<file path="src/rtl/fwd_hazard_unit.sv">
// Forwarding selects and pipeline hazard detection (load-use and multi-cycle unit) for the ID stage.
// Optional stall-cycle counter on STALL_CNT is built when FWD_STALL_CNT_EN is defined.
module fwd_hazard_unit #(
    parameter int AW     = 5,
    parameter int NSRC   = 2,
    parameter int MD_LAT = 4
) (
    input  logic                 clk,
    input  logic                 rst,
    input  logic [NSRC*AW-1:0]   ID_Src,
    input  logic [NSRC-1:0]      ID_SrcUsed,
    input  logic                 ID_IsMD,
    input  logic                 EX_RegW,
    input  logic                 EX_MemRd,
    input  logic [AW-1:0]        EX_RegRd,
    input  logic [AW-1:0]        MEM_RegRd,
    input  logic [AW-1:0]        WB_RegRd,
    input  logic                 MEM_RegW,
    input  logic                 WB_RegW,
    input  logic                 MD_Start,
    output logic [2*NSRC-1:0]    FORWARD_Out,
    output logic                 STALL,
    output logic                 FLUSH_EX,
    output logic                 MD_Busy
`ifdef FWD_STALL_CNT_EN
    ,
    output logic [15:0]          STALL_CNT
`endif
);

    typedef enum logic {
        MD_IDLE = 1'b0,
        MD_BUSY = 1'b1
    } md_state_e;

    md_state_e      state_q, state_d;
    logic [3:0]     cnt_q, cnt_d;
    logic [AW-1:0]  md_rd_q, md_rd_d;

    logic [AW-1:0]  src_s;
    logic           load_use_s;
    logic           md_dep_s;
    logic           hazard_s;

    // Per-channel forward select, EX over MEM over WB; address 0 is never forwarded.
    always_comb begin
        FORWARD_Out = '0;
        src_s       = '0;
        for (int i = 0; i < NSRC; i++) begin
            src_s = ID_Src[i*AW +: AW];
            if (rst || (src_s == '0)) begin
                FORWARD_Out[2*i +: 2] = 2'b00;
            end else if (EX_RegW && (EX_RegRd != '0) && (EX_RegRd == src_s)) begin
                FORWARD_Out[2*i +: 2] = 2'b10;
            end else if (MEM_RegW && (MEM_RegRd != '0) && (MEM_RegRd == src_s)) begin
                FORWARD_Out[2*i +: 2] = 2'b01;
            end else if (WB_RegW && (WB_RegRd != '0) && (WB_RegRd == src_s)) begin
                FORWARD_Out[2*i +: 2] = 2'b11;
            end else begin
                FORWARD_Out[2*i +: 2] = 2'b00;
            end
        end
    end

    // Dependencies of used source channels on the EX load and on the pending multi-cycle result.
    always_comb begin
        load_use_s = 1'b0;
        md_dep_s   = 1'b0;
        for (int i = 0; i < NSRC; i++) begin
            if (ID_SrcUsed[i]) begin
                if (EX_RegW && EX_MemRd && (EX_RegRd != '0) && (EX_RegRd == ID_Src[i*AW +: AW])) begin
                    load_use_s = 1'b1;
                end else begin
                    load_use_s = load_use_s;
                end
                if ((md_rd_q != '0) && (md_rd_q == ID_Src[i*AW +: AW])) begin
                    md_dep_s = 1'b1;
                end else begin
                    md_dep_s = md_dep_s;
                end
            end else begin
                load_use_s = load_use_s;
                md_dep_s   = md_dep_s;
            end
        end
    end

    assign MD_Busy  = (state_q == MD_BUSY);
    // rst gating keeps a load sitting in EX from stalling while the unit is held in reset.
    assign hazard_s = !rst && ((EX_RegW && EX_MemRd && load_use_s) || (MD_Busy && (ID_IsMD || md_dep_s)));
    assign STALL    = hazard_s;
    assign FLUSH_EX = hazard_s;

    // Multi-cycle unit next state: load latency on start, count down while busy, ignore restarts.
    always_comb begin
        state_d = state_q;
        cnt_d   = cnt_q;
        md_rd_d = md_rd_q;
        case (state_q)
            MD_IDLE: begin
                if (MD_Start) begin
                    state_d = MD_BUSY;
                    cnt_d   = 4'(MD_LAT - 1);
                    md_rd_d = EX_RegRd;
                end else begin
                    state_d = MD_IDLE;
                end
            end
            MD_BUSY: begin
                if (cnt_q == 4'd1) begin
                    state_d = MD_IDLE;
                    cnt_d   = 4'd0;
                end else begin
                    cnt_d   = cnt_q - 4'd1;
                end
            end
            default: begin
                state_d = MD_IDLE;
                cnt_d   = 4'd0;
                md_rd_d = '0;
            end
        endcase
    end

    // Multi-cycle unit state register.
    always_ff @(posedge clk or posedge rst) begin
        if (rst) begin
            state_q <= MD_IDLE;
            cnt_q   <= 4'd0;
            md_rd_q <= '0;
        end else begin
            state_q <= state_d;
            cnt_q   <= cnt_d;
            md_rd_q <= md_rd_d;
        end
    end

`ifdef FWD_STALL_CNT_EN
    logic [15:0] stall_cnt_q;

    // Saturating count of stalled cycles.
    always_ff @(posedge clk or posedge rst) begin
        if (rst) begin
            stall_cnt_q <= 16'd0;
        end else if (STALL && (stall_cnt_q != 16'hFFFF)) begin
            stall_cnt_q <= stall_cnt_q + 16'd1;
        end else begin
            stall_cnt_q <= stall_cnt_q;
        end
    end

    assign STALL_CNT = stall_cnt_q;
`endif

endmodule
</file>
<file path="config.mk">
export PLATFORM = sky130hd
export DESIGN_NAME = fwd_hazard_unit
export DESIGN_NICKNAME = d
export VERILOG_FILES = /design/src/rtl/fwd_hazard_unit.sv
export SDC_FILE = /design/constraint.sdc
export NUM_CORES = 1
export LEC_CHECK = 0
export ABC_AREA = 1
export BUFFER_PORTS_ARGS = -buffer_cell sky130_fd_sc_hd__buf_2
export CAP_MARGIN = 15
export CORE_MARGIN = 2
export CORE_UTILIZATION = 50
export CTS_BUF_LIST = sky130_fd_sc_hd__clkbuf_4 sky130_fd_sc_hd__clkbuf_8 sky130_fd_sc_hd__clkbuf_16
export CTS_CLUSTER_SIZE = 40
export DETAILED_ROUTE_END_ITERATION = 8
export PLACE_DENSITY = 0.8
export SYNTH_ARGS = -nofsm -noshare
export SYNTH_HDL_FRONTEND = slang
export SYNTH_SLANG_ARGS = --single-unit
export TNS_END_PERCENT = 20
</file>
<file path="constraint.sdc">
create_clock -name clk -period 1.5 [get_ports clk]
set_clock_uncertainty 0.2 [all_clocks]
set_input_delay 0.075 -clock clk [delete_from_list [all_inputs] [get_ports clk]]
set_output_delay 0.075 -clock clk [all_outputs]
set_load 0.02 [all_outputs]
</file>
Word-level counts from Yosys, hierarchy flattened

Cells that the tools add are included.

Input port bits: 35
Memories kept: 0
Logic and storage cells: 67
Bits in read-only memories: 0
Bits in latches: 0
Bits in registers: 10
Bits in writable memories: 0

Shift-type cells: 0
$mul: 0
Bitwise gates (word level): 1
$lt $le $gt $ge: 0
Divide/modulo/power cells: 0
Reduce and logical (&&, ||, !) cells: 30
Eq/ne operators: 10
Multiplexer cells: 22
Add/sub/neg operators: 1

Operators with widths:

| operator                                            | number |
|---|---|
| equality test 5 bit                                 | 8 |
| nonzero test 5 bit                                  | 4 |
| logical AND 1 bit                                   | 18 |
| two-way mux 2 bit                                   | 8 |
| logical NOT 5 bit                                   | 2 |
| two-way mux 1 bit                                   | 10 |
| two-way mux 4 bit                                   | 2 |
| case mux 4 bit (2 select lines)                     | 1 |
| equality test 4 x 1 -> 1 bit, second input constant | 1 |
| logical OR 1 bit                                    | 4 |
| subtractor 4 x 1 -> 4 bit, second input constant    | 1 |
| inequality test 2 bit, second input constant        | 1 |
| case mux 1 bit (2 select lines)                     | 1 |
| AND reduction 2 bit                                 | 1 |
| logical NOT 1 bit                                   | 1 |
| inverter 1 bit                                      | 1 |

Depth between registers and ports, before layout

Word-level depth: 10
Gate-level depth with buffers: 12

Least setup slack after synthesis

OpenSTA, ideal clock, no wires.

Path type: register to output
Start: register md_rd_q[3]
End: output STALL
Data arrival time: 1.337 ns
Required time: 1.225 ns
Cell stages (with the launch flop): 12
Setup slack: -0.112 ns
Cell sequence: dfrtp_1 -> inv_1 -> nand2_1 -> nand2_1 -> nor2_1 -> nand3_1 -> nand2_1 -> nand2_1 -> nand2_1 -> nand2_1 -> a21oi_2 -> buf_4

Cells in the longest elaborated chain, start to end: 10

Ends and longest elaborated chain:

| element                                                          | RTL line | source |
|---|---|---|
| start: declaration                                               | 38       | `logic [AW-1:0] md_rd_q, md_rd_d;` |
| start signal: assignment                                         | 134      | `md_rd_q <= md_rd_d;` |
| equality test 5 bit / nonzero test 5 bit (equally long branches) | 76       | `if ((md_rd_q != '0) && (md_rd_q == ID_Src[i*AW +: AW])) begin` |
| logical AND 1 bit                                                | 76       |  |
| two-way mux 1 bit                                                | 76       |  |
| two-way mux 1 bit                                                | 70       | `if (ID_SrcUsed[i]) begin` |
| two-way mux 1 bit                                                | 76       |  |
| two-way mux 1 bit (*)                                            | 70       |  |
| logical OR 1 bit (*)                                             | 90       | `assign hazard_s = !rst && ((EX_RegW && EX_MemRd && load_use_s) \|\| (MD_Busy && (ID_IsMD \|\| md_dep_s)));` |
| logical AND 1 bit (*)                                            | 90       |  |
| logical OR 1 bit (*)                                             | 90       |  |
| logical AND 1 bit (*)                                            | 90       |  |
| end: declaration                                                 | 22       | `output logic STALL,` |

Every way passes the cells marked *; elsewhere a longest branch is shown, timed or not.

Final worst setup path

Start: register md_rd_q[0]
End: output FLUSH_EX

Cells in the longest elaborated chain, start to end: 10

Ends and longest elaborated chain:

| element                                                          | RTL line | source |
|---|---|---|
| equality test 5 bit / nonzero test 5 bit (equally long branches) | 76       |  |
| logical AND 1 bit                                                | 76       |  |
| two-way mux 1 bit                                                | 76       |  |
| two-way mux 1 bit                                                | 70       |  |
| two-way mux 1 bit                                                | 76       |  |
| two-way mux 1 bit (*)                                            | 70       |  |
| logical OR 1 bit (*)                                             | 90       |  |
| logical AND 1 bit (*)                                            | 90       |  |
| logical OR 1 bit (*)                                             | 90       |  |
| logical AND 1 bit (*)                                            | 90       |  |
| end: declaration                                                 | 23       | `output logic FLUSH_EX,` |

Marks and branches as above.

==> flow_summary.yaml <==
critical_path:
  worstPathRequired_ns: 1.22
  crit_arrival_ns: 1.58
  r2r_cells: 4
  worstReg2RegEnd: "md_rd_q[1]"
  worstSetupStartpointType: "register"
  r2r_slack_ns: 0.23
  cp-end-kind: "primary output"
  cp_max_fo: 4
  path_class: "register to primary output"
  rr_startpoint: "MD_Busy"
synthesis:
  yosys.cell_types.count: 21
  synth.area.top_cells: "dfrtp_1 20%, nand2_1 20%, xnor2_1 12%"
  synthSimpleGateAreaFrac_pct: 35.7
  synth-xor-area-share_pct: 20.1
  synth-compound-area-share_pct: 8.39
  yosys_warnings: 0
  synth_top_family_by_area: "simple AND/OR/NAND/NOR gates"
  synth_top_area_cell: "dfrtp_1"
  synth_adder_area_share_pct: 2.05
  seq_area_frac_synth_pct: 20.5
  syn_avg_cell_area_um2: 5.96
  synth_nets: 242
  synth_mux_area_share_pct: 0
  synth_top_area_share_pct: 20.5
  synth-seq-cells: 10
  netlist_area_um2: 1220
  synth_cells: 205
clocking:
  cts.path.max_buffers: 2
  cts.clk_slew.worst_paths_ns: 0.07
  post_cts_buffers: 0
  h-tree-depth: 1
  cts_root_buf: "clkbuf_4"
  cts_buffers: 3
  clkLatencyLatePin_ns: 0.27
  tritoncts: "yes"
  cts.sinks: 10
power:
  netSwitchingFraction_pct: 42.6
  p_per_area_nw_per_um2: 1050
  p_int_mw: 0.958
  pwr-share-seq_pct: 30.7
  p_clk_share_pct: 14.3
  p_leak_nw: 0.893
  comb_power_share_pct: 55.0
  p_sw_mw: 0.712
  peakVddDrop_uv: 854
die:
  start_util_pct: 54.2
  die_y_um: 53.4
  io_pins: 42
  core_area_um2: 2250
  die_w_um: 53.4
  fp.dieArea_um2: 2860
  core.rowCount: 17
placed_design:
  post-dp-hpwl_um: 2530
  numPortBuffers: 41
  pre_cts_ws_ns: -0.0775
  place_congestion: 0.918
route:
  ant_nets: 0
  post_drt_wl_per_cell_um: 11.1
  routed_wl_um: 3140
  drt_iter0_drc: 17
  vias: 1344
  drc: 0
  vias_per_cell: 4.73
  drt-pass1-iter-count: 5
global_routing:
  antenna_found_initial: 0
  grt_overflow: 0
  grt_pass1_wl_um: 5150
  grt_util_all_layers_pct: 25.2
  grt_pass1_vias: 1252
  grt_max_degree: 12
timing:
  timing.final.max_slew_violations: 0
  slew-limit-headroom_pct: 80.4
  rsz0062_at_grt: "yes"
  hold_ws_ns: 0.215
  min_period_over_period_pct: 124
  hold_violations: 0
  min_period_ns: 1.85
  max_freq_ghz: 0.539
  tightest_slew_ns: 0.294
  worst_slack_ns: -0.354
  setup_viol: 2
layout:
  layout_commonest_cell: "nand2_1"
  final_cell_mix: "64 x nand2_1, 39 x buf_2, 22 x inv_1, 22 x nor2_1, 17 x xnor2_1"
  drive_gt1_share_pct: 25.8
  fin_util_pct: 70.9
  fill_cells: 209
  antennaDiodeCount: 0
  area_growth_pct: 30.7
  nNetsFinal: 294
hold_path:
  min_path_type: "primary input to asynchronous set/reset pin"
outcome:
  outcome: "complete, but fails checks"
  violations: "negative setup slack"
flow_run:
  maxCapViolCount: 0
==> kinds of logic (layout without fill, tap and decap cells) <==
family	count (synthesis)	after routing
flip-flops	10	10
buffers and inverters	40	91
adder cells (fa/ha/maj)	2	2
AND/OR/NAND/NOR	107	107
XOR/XNOR	28	28
AO/OA/AOI/OAI	18	18
==> how the worst max path moves through the flow <==
stage / end / depth (start not counted) / startpoint / slack (ns)
after floorplan: STALL / 11 / md_rd_q[3] / -0.04
final: FLUSH_EX / 11 / md_rd_q[0] / -0.35
after CTS: STALL / 11 / md_rd_q[0] / -0.32
after detailed placement: STALL / 11 / md_rd_q[0] / -0.08
after global placement: FLUSH_EX / 11 / md_rd_q[0] / -0.07
after global routing: STALL / 11 / md_rd_q[3] / -0.47
==> cells in the mapped netlist <==
cell type,n
nor2_1,22
nand2_1,65
a21oi_1,4
xnor2_1,17
xor2_1,11
ha_1,2
o21ai_0,8
clkbuf_1,1
nand4_1,7
nor2_2,1
o22ai_1,2
nand3_1,10
inv_2,10
a22oi_1,1
buf_2,4
o21ai_1,1
dfrtp_1,10
buf_4,2
inv_1,23
a21oi_2,2
nor3_1,2
==> per-stage QoR <==
| stage | instances | area (um^2) | setup TNS (ns) | power (mW) |
|---|---|---|---|---|
| floorplan | 205 | 1240 | -0.0437 | 1.10 |
| global placement | 273 | 1480 | -0.142 | 1.37 |
| detailed placement | 273 | 1480 | -0.155 | 1.40 |
| CTS | 284 | 1600 | -0.644 | 1.68 |
| global route | 284 | 1600 | -0.948 | 1.84 |
| finish | 284 | 1600 | -0.707 | 1.67 |
==> power by group through the flow <==
stage	Combinational (mW)	Clock [mW]	Sequential [mW]
detailed placement	0.884	0	0.512
global route	1.04	0.262	0.532
CTS	0.920	0.248	0.512
global placement	0.864	0	0.507
floorplan	0.593	0	0.508
finish	0.918	0.239	0.513
==> layout make-up <==
type	count	area, um^2	area share (%)
clock buffers	4	36.3	2.27
repair buffers	54	333	20.8
well taps	28	35.0	2.19
multi-input cells	155	820	51.3
inverters	33	124	7.75
flip-flops and latches	10	250	15.7
==> state kept, by name, summed over array words and instances, names as in the netlist <==
signal	cells
cnt_q	4
md_rd_q	5
MD_Busy	1
==> routing by layer <==
layer | wire length, um | GRT usage [%] | up-vias
met5 | 0 | 0 | -
met4 | 91 | 12.8 | 0
met3 | 126 | 1.98 | 9
met2 | 1560 | 46.9 | 34
met1 | 1360 | 28.0 | 568
li1 | - | - | 733
==> repair_timing <==
item	4_1_cts	5_1_grt
gates resized for setup	5	0
cloned	0	0
pin swaps	1	0
endpoints found under the setup margin	2	2
hold buffers	7	0
hold endpoints to repair	19	0
==> critical path, cell delays in order (launching register included) <==
cell	delay, ns
dfrtp_1	0.41
inv_2	0.07
nand2_1	0.06
nand2_1	0.05
nor2_1	0.11
nand3_1	0.08
nand2_1	0.07
nand2_1	0.05
nand2_1	0.07
nand2_2	0.06
a21oi_4	0.15
buf_6	0.14
No activity file was read; power rests on OpenSTA's default activity.
